`src/rtl/cpu_sram_arbiter_pkg.sv`:
```
`default_nettype none
// ============================================================================
// Module : cpu_sram_arbiter_pkg
// Brief  : Shared owner codes, in-flight entry layout and address alignment.
// Rev    : 1.0
// ============================================================================
package cpu_sram_arbiter_pkg;

    localparam logic        OWNER_INST     = 1'b0;
    localparam logic        OWNER_DATA     = 1'b1;
    localparam int          INFLIGHT_W     = 3;
    localparam logic [31:0] SRAM_ADDR_MASK = 32'hFFFF_FFFC;

    typedef struct packed {
        logic valid;
        logic owner;
        logic drop;
    } inflight_t;

    function automatic logic [31:0] align_addr(input logic [31:0] addr);
        return addr & SRAM_ADDR_MASK;
    endfunction

endpackage
`default_nettype wire

```
`src/rtl/cpu_sram_arbiter_pipe.sv`:
```
`default_nettype none
// ============================================================================
// Module : arb_inflight_pipe
// Brief  : RD_LAT-deep never-stalling tracker of issued SRAM accesses.
// Rev    : 1.0
// ============================================================================
module arb_inflight_pipe
    import cpu_sram_arbiter_pkg::*;
#(
    parameter int RD_LAT = 1
) (
    input  logic clk,
    input  logic reset,
    input  logic push,
    input  logic owner,
    input  logic flush,
    output logic head_valid,
    output logic head_owner,
    output logic head_drop
);

    inflight_t [RD_LAT-1:0] stage_q;
    inflight_t [RD_LAT-1:0] stage_d;

    always_comb begin
        stage_d          = stage_q;
        stage_d[0].valid = push;
        stage_d[0].owner = push ? owner : OWNER_INST;
        stage_d[0].drop  = push & (owner == OWNER_INST) & flush;
        // A flush poisons every fetch entry as it moves to the next stage.
        for (int i = 1; i < RD_LAT; i++) begin
            stage_d[i] = stage_q[i-1];
            if (flush && stage_q[i-1].valid && (stage_q[i-1].owner == OWNER_INST)) begin
                stage_d[i].drop = 1'b1;
            end
        end
    end

    always_ff @(posedge clk) begin
        if (reset) begin
            stage_q <= '0;
        end else begin
            stage_q <= stage_d;
        end
    end

    assign head_valid = stage_q[RD_LAT-1].valid;
    assign head_owner = stage_q[RD_LAT-1].owner;
    assign head_drop  = stage_q[RD_LAT-1].drop;

endmodule
`default_nettype wire

```
`src/rtl/cpu_sram_arbiter.sv`:
```
`default_nettype none
// ============================================================================
// Module : cpu_sram_arbiter
// Brief  : Fetch/data arbiter for one shared SRAM with bounded fetch starvation.
// Rev    : 1.0
// ============================================================================
module cpu_sram_arbiter
    import cpu_sram_arbiter_pkg::*;
#(
    parameter int RD_LAT     = 1,
    parameter int MAX_STREAK = 4
) (
    input  logic        clk,
    input  logic        reset,
    input  logic        inst_req,
    input  logic [31:0] inst_addr,
    input  logic        inst_flush,
    output logic        inst_addr_ok,
    output logic        inst_data_ok,
    output logic [31:0] inst_rdata,
    input  logic        data_req,
    input  logic        data_wr,
    input  logic [3:0]  data_wstrb,
    input  logic [31:0] data_addr,
    input  logic [31:0] data_wdata,
    output logic        data_addr_ok,
    output logic        data_data_ok,
    output logic [31:0] data_rdata,
    output logic        sram_en,
    output logic [3:0]  sram_wen,
    output logic [31:0] sram_addr,
    output logic [31:0] sram_wdata,
    input  logic [31:0] sram_rdata
);

    localparam logic [3:0] STREAK_LIMIT = 4'(MAX_STREAK);

    logic [3:0] streak_q;
    logic [3:0] streak_d;
    logic       streak_full;
    logic       grant_inst;
    logic       grant_data;
    logic       head_valid;
    logic       head_owner;
    logic       head_drop;

    // Reset gating keeps every output quiet while reset is held.
    always_comb begin
        streak_full = (streak_q == STREAK_LIMIT);
        grant_inst  = !reset & inst_req & !inst_flush & (!data_req | streak_full);
        grant_data  = !reset & data_req & !grant_inst;

        streak_d = streak_q;
        if (grant_inst || !inst_req) begin
            streak_d = 4'd0;
        end else if (grant_data && !streak_full) begin
            streak_d = streak_q + 4'd1;
        end
    end

    always_ff @(posedge clk) begin
        if (reset) begin
            streak_q <= 4'd0;
        end else begin
            streak_q <= streak_d;
        end
    end

    always_comb begin
        inst_addr_ok = grant_inst;
        data_addr_ok = grant_data;
        sram_en      = grant_inst | grant_data;
        sram_wen     = (grant_data & data_wr) ? data_wstrb : 4'b0000;
        sram_addr    = 32'd0;
        sram_wdata   = 32'd0;
        if (grant_inst) begin
            sram_addr = align_addr(inst_addr);
        end else if (grant_data) begin
            sram_addr  = align_addr(data_addr);
            sram_wdata = data_wdata;
        end

        inst_data_ok = !reset & head_valid & (head_owner == OWNER_INST) & !head_drop & !inst_flush;
        data_data_ok = !reset & head_valid & (head_owner == OWNER_DATA);
        inst_rdata   = inst_data_ok ? sram_rdata : 32'd0;
        data_rdata   = data_data_ok ? sram_rdata : 32'd0;
    end

    arb_inflight_pipe #(
        .RD_LAT (RD_LAT)
    ) u_pipe (
        .clk        (clk),
        .reset      (reset),
        .push       (sram_en),
        .owner      (grant_data),
        .flush      (inst_flush),
        .head_valid (head_valid),
        .head_owner (head_owner),
        .head_drop  (head_drop)
    );

endmodule
`default_nettype wire

```
`config.mk`:
```
export PLATFORM = sky130hd
export DESIGN_NAME = cpu_sram_arbiter
export DESIGN_NICKNAME = d
export VERILOG_FILES = /design/src/rtl/cpu_sram_arbiter_pkg.sv /design/src/rtl/cpu_sram_arbiter_pipe.sv /design/src/rtl/cpu_sram_arbiter.sv
export SDC_FILE = /design/constraint.sdc
export NUM_CORES = 1
export LEC_CHECK = 0
export BUFFER_PORTS_ARGS = -buffer_cell sky130_fd_sc_hd__buf_2
export CORE_AREA = 2 2 105 107
export DETAILED_ROUTE_END_ITERATION = 8
export DIE_AREA = 0 0 107 109
export HOLD_SLACK_MARGIN = 0.15
export PLACE_DENSITY_LB_ADDON = 0.3
export SYNTH_ARGS = -nofsm -noshare
export SYNTH_HDL_FRONTEND = slang
export SYNTH_SLANG_ARGS = --single-unit
```
`constraint.sdc`:
```
create_clock -name clk -period 3.1 [get_ports clk]
set_input_delay 0.155 -clock clk [delete_from_list [all_inputs] [get_ports clk]]
set_output_delay 0.155 -clock clk [all_outputs]
set_load 0.1 [all_outputs]
```
* Word-level counts from Yosys, hierarchy flattened
Cells that the tools add are included.
Word-level totals: flip-flop bits (word level) 7, output and inout bits 137
Cells by class: $add $sub $neg 1, equal/unequal tests 1, multiplexer cells 7, bitwise gates (word level) 18, reductions and logical operators 11
Operators with widths (number):
- $mux 32 | 6
- $and 1x1->1 | 13
- $logic_not 1->1 | 7
- $add 4x1->4 const B | 1
- $eq 4x3->1 const B | 1
- $mux 4 | 1
- $reduce_or 2->1 | 2
- $not 1->1 | 3
- $or 1x1->1 | 2
- $logic_and 1x1->1 | 1
- $logic_or 1x1->1 | 1

* Depth between registers and ports, before layout
Gate-level depths: netlist (run 1).
word-level depth 9, gate-level depth with buffers 7

* Hierarchy
A second synthesis (run 1) with hierarchy kept.
Unflattened totals: cells, all modules 191, area total of the unflattened synthesis 1441.4 um2
Modules (own cells, without submodules):
- cpu_sram_arbiter | times used 1, cells each 185, area an instance 1350.0 um2, seq. area each 80.1 um2
- arb_inflight_pipe | times used 1, cells each 6, area an instance 91.3 um2, seq. area each 60.1 um2

* Least setup slack after synthesis (run 1)
Ideal clock, no wire load.
kind reg-to-output, from register u_pipe.stage_q, in the netlist u_pipe.head_owner, to output inst_rdata[22], arrival 2.572 ns, path slack 0.373 ns, stages on the path, launching flop included 4, path buffers 1, path through dfxtp_1 -> nor4_2 -> clkbuf_1 -> and2_1
On the way: cells in the longest elaborated chain, start to end 5
RTL lines:
- from (decl) | line cpu_sram_arbiter_pipe.sv:22 | inflight_t [RD_LAT-1:0] stage_q;
- from (signal assigned) | line cpu_sram_arbiter_pipe.sv:43 | stage_q <= stage_d;
- $not 1->1 | line cpu_sram_arbiter.sv:83 | inst_data_ok = !reset & head_valid & (head_owner == OWNER_INST) & !head_drop & !inst_flush;
- $and 1x1->1 (3 in a row) | line cpu_sram_arbiter.sv:83
- via inst_data_ok | line cpu_sram_arbiter.sv:19 | output logic inst_data_ok,
- $mux 32 | line cpu_sram_arbiter.sv:85 | inst_rdata = inst_data_ok ? sram_rdata : 32'd0;
- to (decl) | line cpu_sram_arbiter.sv:20 | output logic [31:0] inst_rdata,
The timed path passes the listed nets, and every way through them passes these cells.

* Worst setup path in the final report (run 1)
from register streak_q[0], to output sram_wdata[11]
On the way: cells in the longest elaborated chain, start to end 7
RTL lines:
- from (decl) | line cpu_sram_arbiter.sv:38 | logic [3:0] streak_q;
- from (signal assigned) | line cpu_sram_arbiter.sv:65 | streak_q <= streak_d;
- $eq 4x3->1 * | line cpu_sram_arbiter.sv:49 | streak_full = (streak_q == STREAK_LIMIT);
- $or 1x1->1 * | line cpu_sram_arbiter.sv:50 | grant_inst = !reset & inst_req & !inst_flush & (!data_req | streak_full);
- $and 1x1->1 * | line cpu_sram_arbiter.sv:50
- $logic_not 1->1 | line cpu_sram_arbiter.sv:51 | grant_data = !reset & data_req & !grant_inst;
- $and 1x1->1 | line cpu_sram_arbiter.sv:51
- $mux 32 | line cpu_sram_arbiter.sv:78 | end else if (grant_data) begin
- $mux 32 * | line cpu_sram_arbiter.sv:76 | if (grant_inst) begin
- to (decl) | line cpu_sram_arbiter.sv:32 | output logic [31:0] sram_wdata,
Mark *: on every way between the ends. The rest lies on a longest branch, timed or not.

==> impl_metrics.ini, run 1 <==
[floorplanning]
core_sq_um = 10600
die_w_um = 107
initial_core_util_pct = 13.4
pin_count = 275
die_y_um = 109
num_rows = 38
dieArea_sq_um = 11700

[run_status]
status = completed

[finish]
fin_util_pct = 27.5
drive_gt1_share_pct = 62.4
area_growth_syn_to_layout_pct = 105
final_nets = 591
final_cells = 590
fin_area_sq_um = 2920
num_antenna_cells = 0

[logic_synthesis]
synth_seq_cells = 7
ys_top_cells_by_area = and2_1 (42%), a22o_1 (18%), dfxtp_1 (9.8%)
syn_area_sq_um = 1430
synth_largest_area_cell = and2_1
postSynthCellCount = 190
async_flop_share_pct = 0
yosysUniqueCellTypes = 27
ys.flop_type = dfxtp_1
yosysSeqAreaShare_pct = 9.83
synth.most_common_cell = and2_1
synth_warnings = 0
synth_top_area_share_pct = 42.1
syn_area_per_cell_sq_um = 7.50
synth-edff-count = 0
yosys-top-cells-count = and2_1 (96), a22o_1 (30), clkbuf_1 (8)

[hold_path]
hold_class = input port to flip-flop

[pwr]
cell_internal_pwr_uw = 309
swShare_pct = 61.9
clkPwrFrac_pct = 15.7
power.switching_uw = 501
power_frac_comb_pct = 72.6
pwr-share-seq_pct = 11.7
irDropWorstVdd_uv = 166
p_leak_uw = 0.00186
p_per_area_nw_per_um2 = 278

[clock_tree]
cts_root_buffer = clkbuf_8
clk_pin_slew_ns = 0.04
cts_tree = yes
cts_buffers = 3
h-tree-depth = 1
post_cts_buffers = 0
clk_latency_ns = 0.22
cts_buffer_depth = 2
cts_resized = 0
cts.sinks = 7
cts_hold_buf = 0

[detailed_routing]
highest_layer = met5
wl_per_cell_um = 10.9
via_per_inst = 3.93
routed_wl_mm = 6.44
wl_met2_mm = 3.47
drtPass1Iterations = 4
drt_iter0_drc = 59
drc = 0
ant_nets = 0
vias = 2320
met1_length_mm = 2.35
wl_met3_um = 593

[grt]
grt_pass1_wl_mm = 9.17
grt_max_degree = 61
grt_pass1_vias = 2040
grt_antenna_before_repair = 1
overflow = 0
grt_usage_pct = 9.53

[timing]
hold_viol_final = 0
fin_skew_ns = 0.00321
rsz0062_at_grt = no
slew_viol_final = 0
finalCritPeriodShare_pct = 82.1
fin_setup_tns_ns = 0
fmax_mhz = 393
setup_viol = 0
final.min_clock_period_ns = 2.54

[critical_path]
cp_max_fo = 60
crit_arrival_ns = 2.39
crit_type = flip-flop to output pin
cp-start-kind = flip-flop
required_ns = 2.94
worst_setup_path_end_kind = output pin

[placed_design]
dpl.cell_count = 586
post_dp_cell_area_sq_um = 2870
place_congestion = 0.754
io_buffers = 268
dp_hpwl_mm = 5.54

[flow_run]
drv_cap = 0
## state kept, by name, summed over array words and instances (netlist names)
signal / flops
streak_q: 4
u_pipe.head_drop: 1
u_pipe.head_owner: 1
u_pipe.head_valid: 1
## metrics by stage
step / hold slack, ns / total power [uW] / worst slack, ns
final: 0.193 / 810 / 0.555
after global routing: 0.185 / 846 / 0.391
after CTS: 0.181 / 820 / 0.505
after detailed placement: 0.420 / 687 / 0.755
after global placement: 0.434 / 683 / 0.809
after floorplan: 0.263 / 550 / 0.373
## power groups by stage
stage / clock [uW] / combinational (uW) / sequential (uW)
floorplan: 0 / 454 / 95.7
global placement: 0 / 587 / 96.5
detailed placement: 0 / 590 / 96.6
CTS: 134 / 591 / 95.0
global route: 139 / 612 / 95.3
finish: 127 / 588 / 95.0
## worst max-delay path, cell delays in order (launching register included)
cell	delay (ns)
dfxtp_1	0.37
inv_1	0.08
ha_1	0.26
and3b_4	0.22
a31oi_4	0.35
buf_12	0.27
and2_1	0.17
buf_2	0.43
## layout make-up
cell class,instances,area [sq um]
fill,1169,7690
timing repair buffer,272,1380
multi-input combinational,163,1160
tap,140,175
sequential,7,140
clock buffer,4,45.0
inverter,4,15.0
## final timing paths
path,endpoint,startpoint,cells after the start,slack (ns)
max,sram_wdata[11],streak_q[0],7,0.56
min,u_pipe.head_owner,inst_req,2,0.19
max reg2reg,u_pipe.head_valid,streak_q[0],6,1.52
min reg2reg,streak_q[0],streak_q[0],2,0.54
## logic make-up after synthesis
group	share of synthesized area, %
buffers and inverters	10.1
AO/OA/AOI/OAI	24.7
flip-flops	9.83
other	0.263
AND/OR/NAND/NOR	53.4
adder cells (fa/ha/maj)	1.76
## layer usage
metal,up-vias,GRT usage (%)
met2,126,19.4
met3,2,2.69
met1,1025,10.0
met4,2,0.835
met5,-,0
li1,1165,-
## cell usage in the layout, fill, tap and decap left out, types with 3 or more instances in the layout
cell type,instances
nand2b_1,5
buf_2,268
inv_1,4
conb_1,3
clkbuf_8,3
and3_1,6
buf_4,3
dfxtp_1,7
a22o_1,30
and2_1,96
Power figures use the tool's default switching activity.
==> run 2: changes to the inputs <==
--- a/config.mk
+++ b/config.mk
@@ -5,10 +5,11 @@
 export SDC_FILE = /design/constraint.sdc
 export NUM_CORES = 1
 export LEC_CHECK = 0
+export ABC_AREA = 1
 export BUFFER_PORTS_ARGS = -buffer_cell sky130_fd_sc_hd__buf_2
-export CORE_AREA = 2 2 105 107
+export CORE_AREA = 2 2 106 108
 export DETAILED_ROUTE_END_ITERATION = 8
-export DIE_AREA = 0 0 107 109
+export DIE_AREA = 0 0 108 110
 export HOLD_SLACK_MARGIN = 0.15
 export PLACE_DENSITY_LB_ADDON = 0.3
 export SYNTH_ARGS = -nofsm -noshare
==> constraint.sdc (replaced) <==
create_clock -name clk -period 2.15 [get_ports clk]
set_input_delay 0.1075 -clock clk [delete_from_list [all_inputs] [get_ports clk]]
set_output_delay 0.1075 -clock clk [all_outputs]
set_load 0.1 [all_outputs]
==> run 2 against run 1 <==
Effect of this change:
- register-to-register slack got worse by 0.81 ns
- via count increased by 25%
- non-clock buffer count increased by 3
- sequential share of layout area decreased by 1.7 points
- wire length increased by 21%
- worst setup slack got worse by 0.45 ns
- highest routed layer is now met4
- critical path depth increased by 2
- synthesized cell count increased by 79%
- global-route usage increased by 2.0 points
- critical path type unchanged
- sequential power increased by 44%
- clock power increased by 43%
- clock skew decreased by 0.0014 ns
==> impl_metrics.ini, run 2 <==
[placed_design]
place_congestion = 0.743
dp_hpwl_mm = 6.88
post_dp_cell_area_sq_um = 4390
io_buffers = 268

[pwr]
pwr-share-seq_pct = 9.2
power_frac_comb_pct = 78.5
p_leak_uw = 0.00260
p_per_area_nw_per_um2 = 333
cell_internal_pwr_uw = 636
swShare_pct = 57.2
irDropWorstVdd_uv = 187
power_uw = 1490
power.switching_uw = 850
clkPwrFrac_pct = 12.2

[critical_path]
critical_path.max_stage_delay_ns = 0.37
worst_setup_path_end_kind = output pin
crit_path_top_delay_cell = dfxtp_1
worstPathCellList = inv_1 > ha_1 > nand3_2 > nand2_1 > nand2_4 > buf_12 > nand3_4 > nor2_2 > buf_12
required_ns = 2.04
cp_common_cell = buf_12
reg2reg_depth = 8
cp-start-kind = flip-flop
ff2ff_setup_slack_ns = 0.71
critPathTopFamily = simple AND/OR/NAND/NOR gates
r2r-start = streak_q[0]
crit_type = flip-flop to output pin
cp_num_buf_inv = 3
r2r_end = u_pipe.head_owner
crit_arrival_ns = 1.94
cp_max_fo = 31

[finish]
num_antenna_cells = 0
final_common_cell = buf_2
final_nets = 742
regMostFlops = streak_q
fin_util_pct = 41.8
drive_gt1_share_pct = 59.2
largest_reg_flops = 4
area_growth_syn_to_layout_pct = 192
layout_common_cells = buf_2 (199), inv_1 (80), nand2_1 (76), buf_12 (73), nor2_1 (38)
fin_area_sq_um = 4470

[logic_synthesis]
synth_warnings = 0
synth_top_family_by_area = simple AND/OR/NAND/NOR gates
ys.flop_type = dfxtp_1
yosys-top-cells-count = nor2_1 (107), inv_1 (80), nand2_1 (76)
synth_fa_ha_area_share_pct = 1.63
synth-simple-area-share_pct = 59.9
synth_xor_area_share_pct = 0
async_flop_share_pct = 0
synth_seq_cells = 7
syn_area_per_cell_sq_um = 4.50
yosysSeqAreaShare_pct = 9.15
synth-edff-count = 0
syn_area_sq_um = 1530
synth_compound_area_share_pct = 0.327
synth_top_area_share_pct = 26.2
synth.most_common_cell = nor2_1
postSynthCellCount = 340
synth_largest_area_cell = nor2_1
synth_mux_area_share_pct = 0
yosysUniqueCellTypes = 18
ys_top_cells_by_area = nor2_1 (26%), inv_1 (20%), nand2_1 (19%)

[detailed_routing]
routed_wl_mm = 7.77
via_per_inst = 3.91
wl_per_cell_um = 10.5
vias = 2896
drt_iter0_drc = 116
drtPass1Iterations = 4
ant_nets = 0
drc = 0

[timing]
fin_skew_ns = 0.00179
setup_viol = 0
final.min_clock_period_ns = 2.05
fin_setup_tns_ns = 0
fmax_mhz = 488
relSlewSlack_pct = 66.1
slew_viol_final = 0
finalCritPeriodShare_pct = 95.3
worst_slew_pin_slew_ns = 0.508
rsz0062_at_grt = yes
hold_viol_final = 0

[grt]
grt_max_degree = 35
overflow = 0
grt_pass1_vias = 2550
grt_antenna_before_repair = 0
grt_pass1_wl_mm = 11.2
grt_usage_pct = 11.5

[clock_tree]
cts_buffers = 3
h-tree-depth = 1
cts_buffer_depth = 2
cts_hold_buf = 0
cts.sinks = 7
cts_tree = yes
cts_root_buffer = clkbuf_8
clk_latency_ns = 0.23
clk_pin_slew_ns = 0.04

[floorplanning]
die_y_um = 110
pin_count = 275
num_rows = 38
die_w_um = 108
core_sq_um = 10700
dieArea_sq_um = 11900
initial_core_util_pct = 14.3

[hold_path]
hp-start = data_req
hold_class = input port to flip-flop
hold_path_end = u_pipe.head_valid
worst_hold_path.num_cells = 3

[flow_run]
drv_cap = 0

[run_status]
status = completed
## run 2: tightest hold or removal path, delay by kind of cell
| kind | cells | cell delay (ns) |
|---|---|---|
| and+or+nand+nor | 2 | 0.15 |
| buffers and inverters | 1 | 0.10 |
## run 2: cell families (layout without fill, tap and decap cells)
kind of cell | count (synthesis) | after routing
buffers and inverters | 103 | 362
AOI/OAI and AO/OA | 1 | 1
other | 1 | 3
adders and majority gates | 2 | 2
DFF | 7 | 7
and+or+nand+nor | 226 | 226
## run 2: what timing repair did
| action | CTS | global route |
|---|---|---|
| endpoints found under the setup margin | 4 | 39 |
| gates resized for setup | 1 | 8 |
| hold endpoints to repair | 0 | 0 |
| setup buffers | 0 | 0 |
## run 2: metrics by stage
step                      cells  setup WS [ns]  hold WS (ns)
final                       741          0.101         0.165
after global routing        741        -0.0168         0.201
after CTS                   741         0.0703         0.166
after detailed placement    737          0.231         0.403
after global placement      737          0.297         0.398
after floorplan             342         -0.405         0.256
## run 2: how the worst max path moves through the flow
| stage | slack, ns | cells after the start | endpoint | startpoint |
|---|---|---|---|---|
| after floorplan | -0.40 | 8 | sram_wdata[19] | streak_q[0] |
| after global placement | 0.30 | 9 | sram_wen[2] | streak_q[0] |
| after detailed placement | 0.23 | 9 | sram_wen[3] | streak_q[0] |
| after CTS | 0.07 | 10 | sram_addr[8] | streak_q[0] |
| after global routing | -0.02 | 9 | sram_wen[2] | streak_q[0] |
| final | 0.10 | 9 | sram_wen[1] | streak_q[0] |
## run 2: power by group through the flow
stage	clock network, uW	logic (uW)	registers, uW
floorplan	0	725	138
global placement	0	1160	139
detailed placement	0	1170	139
CTS	188	1170	137
global route	196	1210	138
finish	182	1170	137
## run 2: cell type report
| class | count | area, sq um |
|---|---|---|
| Fill cell | 1097 | 6230 |
| Timing Repair Buffer | 275 | 2480 |
| Multi-Input combinational cell | 232 | 1310 |
| Inverter | 83 | 314 |
| Tap cell | 140 | 175 |
| Sequential cell | 7 | 140 |
| Clock buffer | 4 | 45.0 |
## run 2: per-layer routing
layer	global-route usage (%)	share of wire [%]	wire length (um)
met1	11.4	33	2550
met3	3.76	12	911
met2	24.0	55	4290
met5	0	0	0
met4	1.10	0.15	12
